[src/rtl/mem_bus_arbiter.sv]
// mem_bus_arbiter: shares one single-port synchronous memory bus between the
// instruction-fetch port and the MEM-stage data port. Each access is granted
// in IDLE, held on the bus for MEM_LAT cycles in ACCESS, and acknowledged with
// a one-cycle pulse in DONE, which also acts as a bubble before the next grant.
//
// Build option: define ARB_ROUND_ROBIN_EN to alternate grants under
// contention; otherwise the data port always wins over the fetch port.
//
// state  | meaning
// IDLE   | no transaction; arbitrate and latch the winner onto the bus
// ACCESS | bus_* held stable while the latency counter runs down
// DONE   | granted port's ack pulses; always returns to IDLE
module mem_bus_arbiter #(
  parameter int MEM_LAT = 1
) (
  input  logic        clk,
  input  logic        rst,
  input  logic        if_req_i,
  input  logic [31:0] if_addr_i,
  output logic [31:0] if_rdata_o,
  output logic        if_ack_o,
  input  logic        mem_req_i,
  input  logic        mem_we_i,
  input  logic [3:0]  mem_sel_i,
  input  logic [31:0] mem_addr_i,
  input  logic [31:0] mem_wdata_i,
  output logic [31:0] mem_rdata_o,
  output logic        mem_ack_o,
  output logic        stallreq_if_o,
  output logic        stallreq_mem_o,
  output logic        bus_ce_o,
  output logic        bus_we_o,
  output logic [3:0]  bus_sel_o,
  output logic [31:0] bus_addr_o,
  output logic [31:0] bus_wdata_o,
  input  logic [31:0] bus_rdata_i
);

  // The counter is 4 bits wide, so latencies beyond 15 cannot be represented.
  if (MEM_LAT < 1 || MEM_LAT > 15) begin : g_bad_mem_lat
    $error("mem_bus_arbiter: MEM_LAT=%0d is outside 1..15", MEM_LAT);
  end

  typedef enum logic [1:0] {
    IDLE   = 2'd0,
    ACCESS = 2'd1,
    DONE   = 2'd2
  } state_t;

  state_t     state;
  logic [3:0] cnt;
  logic       grant_data;
  logic       pick_data;

`ifdef ARB_ROUND_ROBIN_EN
  logic       last_data;

  // Under contention the port that did not win last time is picked.
  always_comb begin
    pick_data = mem_req_i;
    if (mem_req_i && if_req_i) begin
      pick_data = ~last_data;
    end
  end

  // Last-grant record, updated on every grant; starts out as DATA.
  always_ff @(posedge clk) begin
    if (rst) begin
      last_data <= 1'b1;
    end else if (state == IDLE && (mem_req_i || if_req_i)) begin
      last_data <= pick_data;
    end
  end
`else
  // Fixed priority: any data request beats a fetch request.
  always_comb begin
    pick_data = mem_req_i;
  end
`endif

  // Stall the pipeline while a request is outstanding and not yet acknowledged.
  assign stallreq_if_o  = if_req_i  & ~if_ack_o  & ~rst;
  assign stallreq_mem_o = mem_req_i & ~mem_ack_o & ~rst;

  // Transaction sequencer with registered bus, read-data and ack outputs.
  always_ff @(posedge clk) begin
    if (rst) begin
      state       <= IDLE;
      cnt         <= 4'd0;
      grant_data  <= 1'b0;
      if_rdata_o  <= 32'd0;
      if_ack_o    <= 1'b0;
      mem_rdata_o <= 32'd0;
      mem_ack_o   <= 1'b0;
      bus_ce_o    <= 1'b0;
      bus_we_o    <= 1'b0;
      bus_sel_o   <= 4'd0;
      bus_addr_o  <= 32'd0;
      bus_wdata_o <= 32'd0;
    end else begin
      case (state)
        IDLE: begin
          if (mem_req_i || if_req_i) begin
            grant_data <= pick_data;
            bus_ce_o   <= 1'b1;
            cnt        <= 4'(MEM_LAT);
            state      <= ACCESS;
            if (pick_data) begin
              bus_we_o    <= mem_we_i;
              bus_sel_o   <= mem_sel_i;
              bus_addr_o  <= mem_addr_i;
              bus_wdata_o <= mem_wdata_i;
            end else begin
              bus_we_o    <= 1'b0;
              bus_sel_o   <= 4'b1111;
              bus_addr_o  <= if_addr_i;
              bus_wdata_o <= 32'd0;
            end
          end
        end
        ACCESS: begin
          cnt <= cnt - 4'd1;
          if (cnt == 4'd1) begin
            if (!bus_we_o) begin
              if (grant_data) begin
                mem_rdata_o <= bus_rdata_i;
              end else begin
                if_rdata_o  <= bus_rdata_i;
              end
            end
            mem_ack_o <= grant_data;
            if_ack_o  <= ~grant_data;
            bus_ce_o  <= 1'b0;
            bus_we_o  <= 1'b0;
            state     <= DONE;
          end
        end
        DONE: begin
          mem_ack_o <= 1'b0;
          if_ack_o  <= 1'b0;
          state     <= IDLE;
        end
        default: begin
          state <= IDLE;
        end
      endcase
    end
  end

endmodule

[config.mk]
export PLATFORM = sky130hd
export DESIGN_NAME = mem_bus_arbiter
export DESIGN_NICKNAME = d
export VERILOG_FILES = /design/src/rtl/mem_bus_arbiter.sv
export SDC_FILE = /design/constraint.sdc
export NUM_CORES = 1
export LEC_CHECK = 0
export ABC_CLOCK_PERIOD_IN_PS = 1910
export BUFFER_PORTS_ARGS = -buffer_cell sky130_fd_sc_hd__buf_2
export CORE_ASPECT_RATIO = 1.2
export CORE_MARGIN = 8
export CORE_UTILIZATION = 43
export CTS_BUF_LIST = sky130_fd_sc_hd__clkbuf_8
export DETAILED_ROUTE_END_ITERATION = 8
export GPL_TIMING_DRIVEN = 0
export PLACE_DENSITY = 0.77
export SETUP_SLACK_MARGIN = 0.05
export SLEW_MARGIN = 30
export SYNTH_ARGS = -nofsm -noshare
export SYNTH_HDL_FRONTEND = slang
export SYNTH_SLANG_ARGS = --single-unit
[constraint.sdc]
create_clock -name clk -period 1.91 [get_ports clk]
set_input_delay 0 -clock clk [delete_from_list [all_inputs] [get_ports clk]]
set_output_delay 0 -clock clk [all_outputs]
set_load 0.01 [all_outputs]
### After elaboration in Yosys (flattened, before gate mapping)

Cells that the tools add are included.

* register bits: 143
* input port bits: 137
* output and inout port bits: 138
* word-level logic and storage cells: 56

* add/subtract/negate cells: 1
* equality and inequality tests: 5
* muxes and demuxes: 18
* bitwise logic cells: 9
* reductions and logical operators: 11

Operators by type and width (count)
* 32-bit two-way mux: 2
* 4-bit two-way mux: 2
* 1-bit one-hot mux with 2 select lines: 4
* 4-bit one-hot mux with 2 select lines: 1
* 2-bit AND reduction: 4
* 4-bit AND reduction: 2
* 1-bit two-way mux: 6
* 1-bit NOT: 5
* 1-bit AND: 4
* 4-bit by 1-bit equality test with 1-bit output, second input constant: 1
* 2-bit two-way mux: 2
* 2-bit != test, second input constant: 2
* 2-bit one-hot mux with 2 select lines: 1
* 2-bit nonzero test: 2
* 4-bit by 1-bit subtractor with 4-bit output, second input constant: 1
* 3-bit AND reduction: 1
* 2-bit by 1-bit equality test with 1-bit output, second input constant: 1
* 2-bit equality test, second input constant: 1
* 2-bit zero test: 1
* 1-bit logical OR: 1

### Longest topological paths before layout

Gate-level depths: netlist of run 1.

* depth in word-level cells: 3
* gate-level depth with buffers: 7
* gate-level depth less buffers: 5

### Worst setup path before layout of run 1

No wires, ideal clock.

* kind: register -> register
* start point: register cnt[0]
* end point: register if_rdata_o[10]
* setup time: 0.072 ns
* arrival: 1.761 ns
* required time: 1.838 ns
* slack: 0.077 ns
* cell stages (with the launch flop): 7
* path buffers: 2
* period minus slack after synthesis: 1.833 ns
* cell sequence: dfxtp_1 -> ha_1 -> or3b_1 -> buf_6 -> nor4_4 -> buf_6 -> mux2i_1

* cells in the longest elaborated chain, start to end: 2

RTL lines
* start: declaration: RTL line 51 `logic [3:0] cnt;`
* start signal: assignment: RTL line 106 `cnt <= 4'(MEM_LAT);`
* start signal: assignment: RTL line 122 `cnt <= cnt - 4'd1;`
* 4-bit by 1-bit equality test with 1-bit output: RTL line 123 `if (cnt == 4'd1) begin`
* 4-bit AND reduction (no line)
* end signal: assignment: RTL line 128 `if_rdata_o <= bus_rdata_i;`
* end: declaration: RTL line 20 `output logic [31:0] if_rdata_o,`

Every way passes these cells.
A chain may end at the register's enable or synchronous reset.

### Worst setup path after layout of run 1

* start point: register state[1]
* end point: register bus_addr_o[28]

* cells in the longest elaborated chain, start to end: 2

RTL lines
* start: declaration: RTL line 50 `state_t state;`
* start signal: assignment: RTL line 88 `state <= IDLE;`
* start signal: assignment: RTL line 107 `state <= ACCESS;`
* start signal: assignment: RTL line 135 `state <= DONE;`
* 2-bit zero test: RTL line 101 `case (state)`
* 2-bit AND reduction (no line)
* end signal: assignment: RTL line 111 `bus_addr_o <= mem_addr_i;`
* end signal: assignment: RTL line 116 `bus_addr_o <= if_addr_i;`
* end: declaration: RTL line 34 `output logic [31:0] bus_addr_o,`

Every way passes these cells.

==> results of run 1 <==
==> power by group through the flow <==
stage          sequential (uW)  clock [uW]  combinational [uW]
5_1_grt                   3370        2490                1760
3_3_place_gp              3380           0                1250
6_report                  3350        2320                1640
4_1_cts                   3320        2350                1580
2_1_floorplan             3480           0                 623
3_5_place_dp              3390           0                1260
==> cells in the mapped netlist (3+ instances only) <==
| master | number |
|---|---|
| sky130_fd_sc_hd__buf_1 | 5 |
| sky130_fd_sc_hd__a211oi_1 | 32 |
| sky130_fd_sc_hd__a21oi_1 | 44 |
| sky130_fd_sc_hd__clkbuf_1 | 26 |
| sky130_fd_sc_hd__inv_1 | 5 |
| sky130_fd_sc_hd__a22o_1 | 32 |
| sky130_fd_sc_hd__buf_2 | 12 |
| sky130_fd_sc_hd__nor3_1 | 6 |
| sky130_fd_sc_hd__buf_6 | 3 |
| sky130_fd_sc_hd__nor2_1 | 12 |
| sky130_fd_sc_hd__mux2i_1 | 96 |
| sky130_fd_sc_hd__nand2_1 | 6 |
| sky130_fd_sc_hd__nand2b_1 | 101 |
| sky130_fd_sc_hd__dfxtp_1 | 143 |
==> layout make-up <==
type,instances,area share (%)
diodes,1,0.02689
plain buffers,45,2.407
clock buffers,17,2.514
clock inverters,15,1.573
inverters,5,0.2017
multi-input cells,358,29.11
flip-flops and latches,143,30.79
well taps,168,2.259
repair buffers,421,31.12
==> worst max-delay path, cell delays in order (launching register included) <==
cell	delay [ps]
sky130_fd_sc_hd__dfxtp_1	330
sky130_fd_sc_hd__clkbuf_2	180
sky130_fd_sc_hd__nor2_2	240
sky130_fd_sc_hd__buf_2	290
sky130_fd_sc_hd__buf_2	260
sky130_fd_sc_hd__a21oi_1	100
sky130_fd_sc_hd__a211oi_1	280
==> cells by family (layout without fill, tap and decap cells) <==
kind of cell	after synthesis	after routing	synth area share, %
other	0	1	0
DFF	143	143	49.59
AOI/OAI and AO/OA	116	116	13.89
xor gates and xnor gates	1	1	0.1517
and+or+nand+nor	142	142	15.13
adders and majority gates	2	2	0.4334
buffers and inverters	51	503	3.966
muxes	97	97	16.84
==> metrics by stage <==
stage	instance area, sq um	setup slack [ps]	util (%)	setup TNS, ps
3_5_place_dp	7350	-256.1	55.76	-5208
2_1_floorplan	5773	77.32	-	0
6_report	9306	137.1	70.61	0
5_1_grt	9304	26.79	70.59	0
3_3_place_gp	7350	-223.1	55.76	-4204
4_1_cts	9258	-33.28	70.24	-274.1
==> worst max-delay path by stage <==
| stage | end | slack (ps) |
|---|---|---|
| after CTS | if_rdata_o[16]$_SDFFE_PP0P_ | -30 |
| after global placement | if_rdata_o[10]$_SDFFE_PP0P_ | -220 |
| after global routing | bus_addr_o[28]$_SDFFE_PP0P_ | 30 |
| after detailed placement | if_rdata_o[8]$_SDFFE_PP0P_ | -260 |
| after floorplan | if_rdata_o[10]$_SDFFE_PP0P_ | 80 |
| final | bus_addr_o[28]$_SDFFE_PP0P_ | 140 |
==> repair_timing <==
action	in CTS	in global routing
endpoints found under the hold margin	137	0
hold buffers	135	0
cloned	2	0
endpoints found under the setup margin	70	110
pin swaps	2	1
resized for setup	12	15
buffers inserted	8	3
==> flip-flops by register name, indices dropped and copies added (netlist names) <==
signal / flops
bus_wdata_o: 32
mem_rdata_o: 32
state: 2
cnt: 4
bus_we_o: 1
if_rdata_o: 32
if_ack_o: 1
bus_sel_o: 4
mem_ack_o: 1
grant_data: 1
bus_addr_o: 32
bus_ce_o: 1
==> layer usage <==
layer | vias to the layer above | routed length [um] | share of wire, %
met3 | 53 | 1961 | 8.7
met5 | - | 0 | 0
li1 | 2838 | - | -
met1 | 2840 | 8443 | 38
met4 | 0 | 555 | 2.5
met2 | 305 | 11510 | 51
==> out/results.ini, run 1 <==
[yosys]
postSynthNetCount=691
synth_flop_cell=sky130_fd_sc_hd__dfxtp_1
ys_top_cells_by_area=sky130_fd_sc_hd__dfxtp_1 50%, sky130_fd_sc_hd__mux2i_1 17%, sky130_fd_sc_hd__nand2b_1 11%
yosys_warnings=0
synthCells=552
syn_avg_cell_area_sq_um=10.46
netlist_area_sq_mm=0.005773
ys_types=37
synth_edf_count=0
share_of_flip_flops_with_an_asynchronous_set_or_reset_pct=0
synth.yosys.seq_area_share_pct=49.59
netlist.area_leader.share_pct=49.59
yosys_register_bits=143
synth_largest_area_cell=sky130_fd_sc_hd__dfxtp_1

[grt]
gr-usage-met2_pct=43.92
wire_length_of_the_first_global_routing_pass_um=34100
global_route.overflow_total=0
first_global_vias=6427
grt_util_met3_pct=8.258
gr-usage-met1_pct=26.41
grt_antenna_before_repair=0
grt_busiest_layer=met2
grt_max_degree=17
track_usage_pct=24.80

[worst_hold_path]
min-delay-start=mem_req_i
hold_depth=3
hold_class=in -> reg
whs_endpoint=grant_data$_SDFFE_PP0P_

[setup_path]
worst-endpoint-required_ps=2250
crit-reg2reg-capture=bus_addr_o[28]$_SDFFE_PP0P_
worstSetupStartpoint=state[1]$_SDFFE_PP0P_
cell_count_of_the_worst_reg_to_reg_path=6
timing.setup.critical_path_class=reg -> reg
worstSetupStartpointType=flip-flop
ff_to_ff_start=state[1]$_SDFFE_PP0P_
rrSetupSlack_ps=140
worst-endpoint-arrival_ps=2110
cp_max_fo=10
critPathCaptureType=flip-flop

[clock_tree]
cts.clk_slew.worst_paths_ps=90
cts_num_sinks=143
ctsLongestPathBuffers=2
cts_inserted_buffers=17
cts_tree=yes
cts_root_buf=sky130_fd_sc_hd__clkbuf_8
cts_max_level=4
clock_insertion_delay_worst_skew_ps=450

[final_layout]
areaGrowthSynthToFinish_pct=61.21
multiInputGateArea_sq_mm=0.002709
final_cell_mix=285 x sky130_fd_sc_hd__buf_2, 141 x sky130_fd_sc_hd__dfxtp_1, 135 x sky130_fd_sc_hd__dlygate4sd3_1
final_common_cell=sky130_fd_sc_hd__buf_2
area_occupied_by_registers_sq_mm=0.002865
post_route_non_filler_standard_cell_count=1173
num-nets-final=1130
layout_cells_sized_above_1_pct=35.16
fill_cells=926

[timing]
maxClockFrequency_ghz=0.5640
final.period_utilization_pct=92.82
slew_headroom_pct=50.38
clock_skew_ps=16.37
tightestPinTransition_ps=744.3
slew_violations=0
finalSetupViolations=0
hold_viol=0
hold_ws_ps=188.0
final_critical_period_ps=1773
grt_setup_unrepaired=true

[placed_design]
io_buffers=273
final_weighted_congestion_in_routability_driven_placement=0.7587
dp.final_hpwl_um=13910
dpl.cell_count=993

[pwr]
pwr_density_cell_mw_per_mm2=785.3
power_switching_uw=2310
intPower_uw=4998
power.static_leakage_uw=0.004471
design_power_total_uw=7309
clockPowerShare_pct=31.7
sw_frac_of_total_pct=31.61
peak_ir_drop_on_the_vdd_network_uv=459.1
combPwrFrac_pct=22.5
seq_power_share_pct=45.8

[detailed_routing]
detail_route.wirelength_um=22470
wire_per_inst_um=19.16
drc=0
routed-via-count=6036
drt_iter0_markers=340
antenna_left=0
routed_via_density=5.146
detail_route.first_pass.iterations=5

[floorplanning]
chipWidth_um=121.8
total_core_area_sq_mm=0.01318
initial_core_util_pct=43.80
floorplan.rows=46
floorplan.die_area_sq_mm=0.01741
io_pins=275
dieHeight_um=142.9

[run_status]
status=complete, no violations

[flow_run]
max_cap_viol_count=0

Note: power is estimated with default switching activity, not from simulation.
==> run 2: changes to the inputs <==
--- a/config.mk
+++ b/config.mk
@@ -6,7 +6,7 @@
 export NUM_CORES = 1
 export LEC_CHECK = 0
 export ABC_CLOCK_PERIOD_IN_PS = 1910
-export BUFFER_PORTS_ARGS = -buffer_cell sky130_fd_sc_hd__buf_2
+export BUFFER_PORTS_ARGS = -buffer_cell sky130_fd_sc_hd__clkbuf_2
 export CORE_ASPECT_RATIO = 1.2
 export CORE_MARGIN = 8
 export CORE_UTILIZATION = 43
==> constraint.sdc (replaced) <==
create_clock -name clk -period 1.91 [get_ports clk]
set_input_delay 0 -clock clk [delete_from_list [all_inputs] [get_ports clk]]
set_output_delay 0 -clock clk [all_outputs]
set_load 0.05 [all_outputs]
==> run 2 against run 1 <==
Net effect:
- global-route usage decreased by 0.065 points
- setup slack worse by 46 ps
- non-clock buffer count fell by 1
- die area stayed put
- maximum frequency is 2.5% lower
- cell count barely moved
- worst hold slack improved by 4.8 ps
- clock skew fell by 6.0 ps
- cell area increased by 0.12%
- critical path depth down 1
- critical path type unchanged
- critical endpoint is now mem_rdata_o[30]$_SDFFE_PP0P_
- largest power group unchanged
- highest routed layer unchanged
==> out/results.ini, run 2 (synthesis results as in run 1) <==
[timing]
tightestPinTransition_ps=712.8  ; -31.48 ps
maxClockFrequency_ghz=0.5498  ; -2.5%
clock_skew_ps=10.41  ; -5.964 ps
fin_setup_tns_ps=0  ; unchanged
slew_violations=0  ; unchanged
hold_ws_ps=192.8  ; +4.835 ps
final.period_utilization_pct=95.23  ; +2.4 points
hold_viol=0  ; unchanged
finalSetupViolations=0  ; unchanged
final_critical_period_ps=1819  ; +46.01 ps
grt_setup_unrepaired=true
slew_headroom_pct=52.48  ; +2.1 points

[detailed_routing]
detail_route.wirelength_um=21810  ; -3.0%
wire_per_inst_um=18.61  ; -2.9%
detail_route.first_pass.iterations=6  ; +1
drt_iter0_markers=333  ; -2.1%
antenna_left=0  ; unchanged
routed_via_density=5.131  ; -0.30%
routed-via-count=6013  ; -0.38%
drc=0  ; unchanged

[setup_path]
cell_count_of_the_worst_reg_to_reg_path=5  ; -1
worstSetupStartpointType=flip-flop
cp_max_fo=10  ; unchanged
worst-endpoint-arrival_ps=2130  ; +20 ps
worst-endpoint-required_ps=2220  ; -30 ps
timing.setup.critical_path_class=reg -> reg
critPathCaptureType=flip-flop

[pwr]
power_switching_uw=2838  ; +23%
power.static_leakage_uw=0.004413  ; -1.3%
sw_frac_of_total_pct=35.11  ; +3.5 points
seq_power_share_pct=41.5  ; -4.3 points
peak_ir_drop_on_the_vdd_network_uv=513.4  ; +12%
pwr_density_cell_mw_per_mm2=867.5  ; +10%
clockPowerShare_pct=30.8  ; -0.9 points
design_power_total_uw=8083  ; +11%
combPwrFrac_pct=27.7  ; +5.2 points
intPower_uw=5245  ; +4.9%

[final_layout]
areaGrowthSynthToFinish_pct=61.40
num-nets-final=1129  ; -0.088%
layout_cells_sized_above_1_pct=35.39  ; +0.23 points
utilization_pct=70.69  ; +0.085 points
final_cell_mix=280 x sky130_fd_sc_hd__clkbuf_2, 141 x sky130_fd_sc_hd__dfxtp_1, 135 x sky130_fd_sc_hd__dlygate4sd3_1
final_common_cell=sky130_fd_sc_hd__clkbuf_2
fill_cells=945  ; +2.1%
post_route_non_filler_standard_cell_count=1172  ; -0.085%

[grt]
track_usage_pct=24.73  ; -0.065 points
first_global_vias=6489  ; +0.96%
grt_antenna_before_repair=1  ; +1
wire_length_of_the_first_global_routing_pass_um=33950  ; -0.43%
grt_max_degree=17  ; unchanged
global_route.overflow_total=0  ; unchanged

[worst_hold_path]
hold_class=in -> reg
hold_depth=3  ; unchanged

[placed_design]
io_buffers=273  ; unchanged
dp.final_hpwl_um=13860  ; -0.36%
final_weighted_congestion_in_routability_driven_placement=0.7846  ; +3.4%
dpl.cell_count=993  ; unchanged

[floorplanning]
total_core_area_sq_mm=0.01318  ; unchanged
floorplan.die_area_sq_mm=0.01741  ; unchanged
io_pins=275  ; unchanged
initial_core_util_pct=43.80  ; unchanged
floorplan.rows=46  ; unchanged
chipWidth_um=121.8  ; unchanged
dieHeight_um=142.9  ; unchanged

[clock_tree]
clock_insertion_delay_worst_skew_ps=430  ; -20 ps
cts_inserted_buffers=17  ; unchanged
cts_root_buf=sky130_fd_sc_hd__clkbuf_8
cts_max_level=4  ; unchanged
ctsLongestPathBuffers=2  ; unchanged
cts.clk_slew.worst_paths_ps=90  ; about the same
cts_num_sinks=143  ; unchanged
cts_tree=yes

[run_status]
status=complete, no violations

[flow_run]
max_cap_viol_count=0  ; unchanged

-- run 2: final timing paths --
kind	start	to	slack [ps]
worst max-delay path	state[1]$_SDFFE_PP0P_	mem_rdata_o[30]$_SDFFE_PP0P_	90
worst min-delay path	mem_req_i	grant_data$_SDFFE_PP0P_	190
worst max register to register	state[1]$_SDFFE_PP0P_	mem_rdata_o[30]$_SDFFE_PP0P_	90
worst min register to register	if_rdata_o[25]$_SDFFE_PP0P_	if_rdata_o[25]$_SDFFE_PP0P_	480
-- run 2: per-stage QoR --
stage | setup slack (ps) | cell area (sq um)
2_1_floorplan | 77.32 | 5773
3_3_place_gp | -216.8 | 7350
3_5_place_dp | -251.4 | 7350
4_1_cts | -52.95 | 9265
5_1_grt | -50.74 | 9318
6_report | 91.05 | 9318
-- run 2: repair_timing --
action | 4_1_cts | 5_1_grt
hold buffers | 135 | 0
hold endpoints to repair | 136 | 0
gates resized for setup | 13 | 18
cloned | 2 | 0
setup endpoints to repair | 66 | 113
pin swaps | 2 | 2
setup buffers | 7 | 3
-- run 2: cell type report --
type / instances / area (sq um) / share of cell area [%]
Multi-Input combinational cell: 358 / 2714 / 29.13
Timing Repair Buffer: 420 / 2877 / 30.87
Buffer: 45 / 225.2 / 2.417
Clock buffer: 18 / 247.7 / 2.659
Clock inverter: 14 / 157.7 / 1.692
Sequential cell: 143 / 2865 / 30.75
Antenna cell: 1 / 2.502 / 0.02686
Tap cell: 168 / 210.2 / 2.256
Inverter: 5 / 18.77 / 0.2014
-- run 2: critical path: stages (launching register included) --
cell and delay (ps):
sky130_fd_sc_hd__dfxtp_1 320, sky130_fd_sc_hd__clkbuf_1 230, sky130_fd_sc_hd__nor4bb_1 470, sky130_fd_sc_hd__nand2_2 220, sky130_fd_sc_hd__buf_2 290, sky130_fd_sc_hd__mux2i_1 160
-- run 2: metal layers --
layer | GRT usage, % | part of all wire (%) | wire [um] | up-vias
li1 | - | - | - | 2833
met4 | 9.304 | 2.0 | 445 | 0
met5 | 0 | 0 | 0 | -
met1 | 26.66 | 38 | 8212 | 2851
met2 | 43.23 | 51 | 11150 | 291
met3 | 8.732 | 9.2 | 1996 | 38
-- run 2: power by group through the flow --
stage / Clock, uW / Combinational, uW / Sequential, uW
after floorplan: 0 / 632 / 4080
after global placement: 0 / 1850 / 3390
after detailed placement: 0 / 1870 / 3400
after CTS: 2540 / 2180 / 3330
after global routing: 2670 / 2360 / 3370
final: 2490 / 2240 / 3350
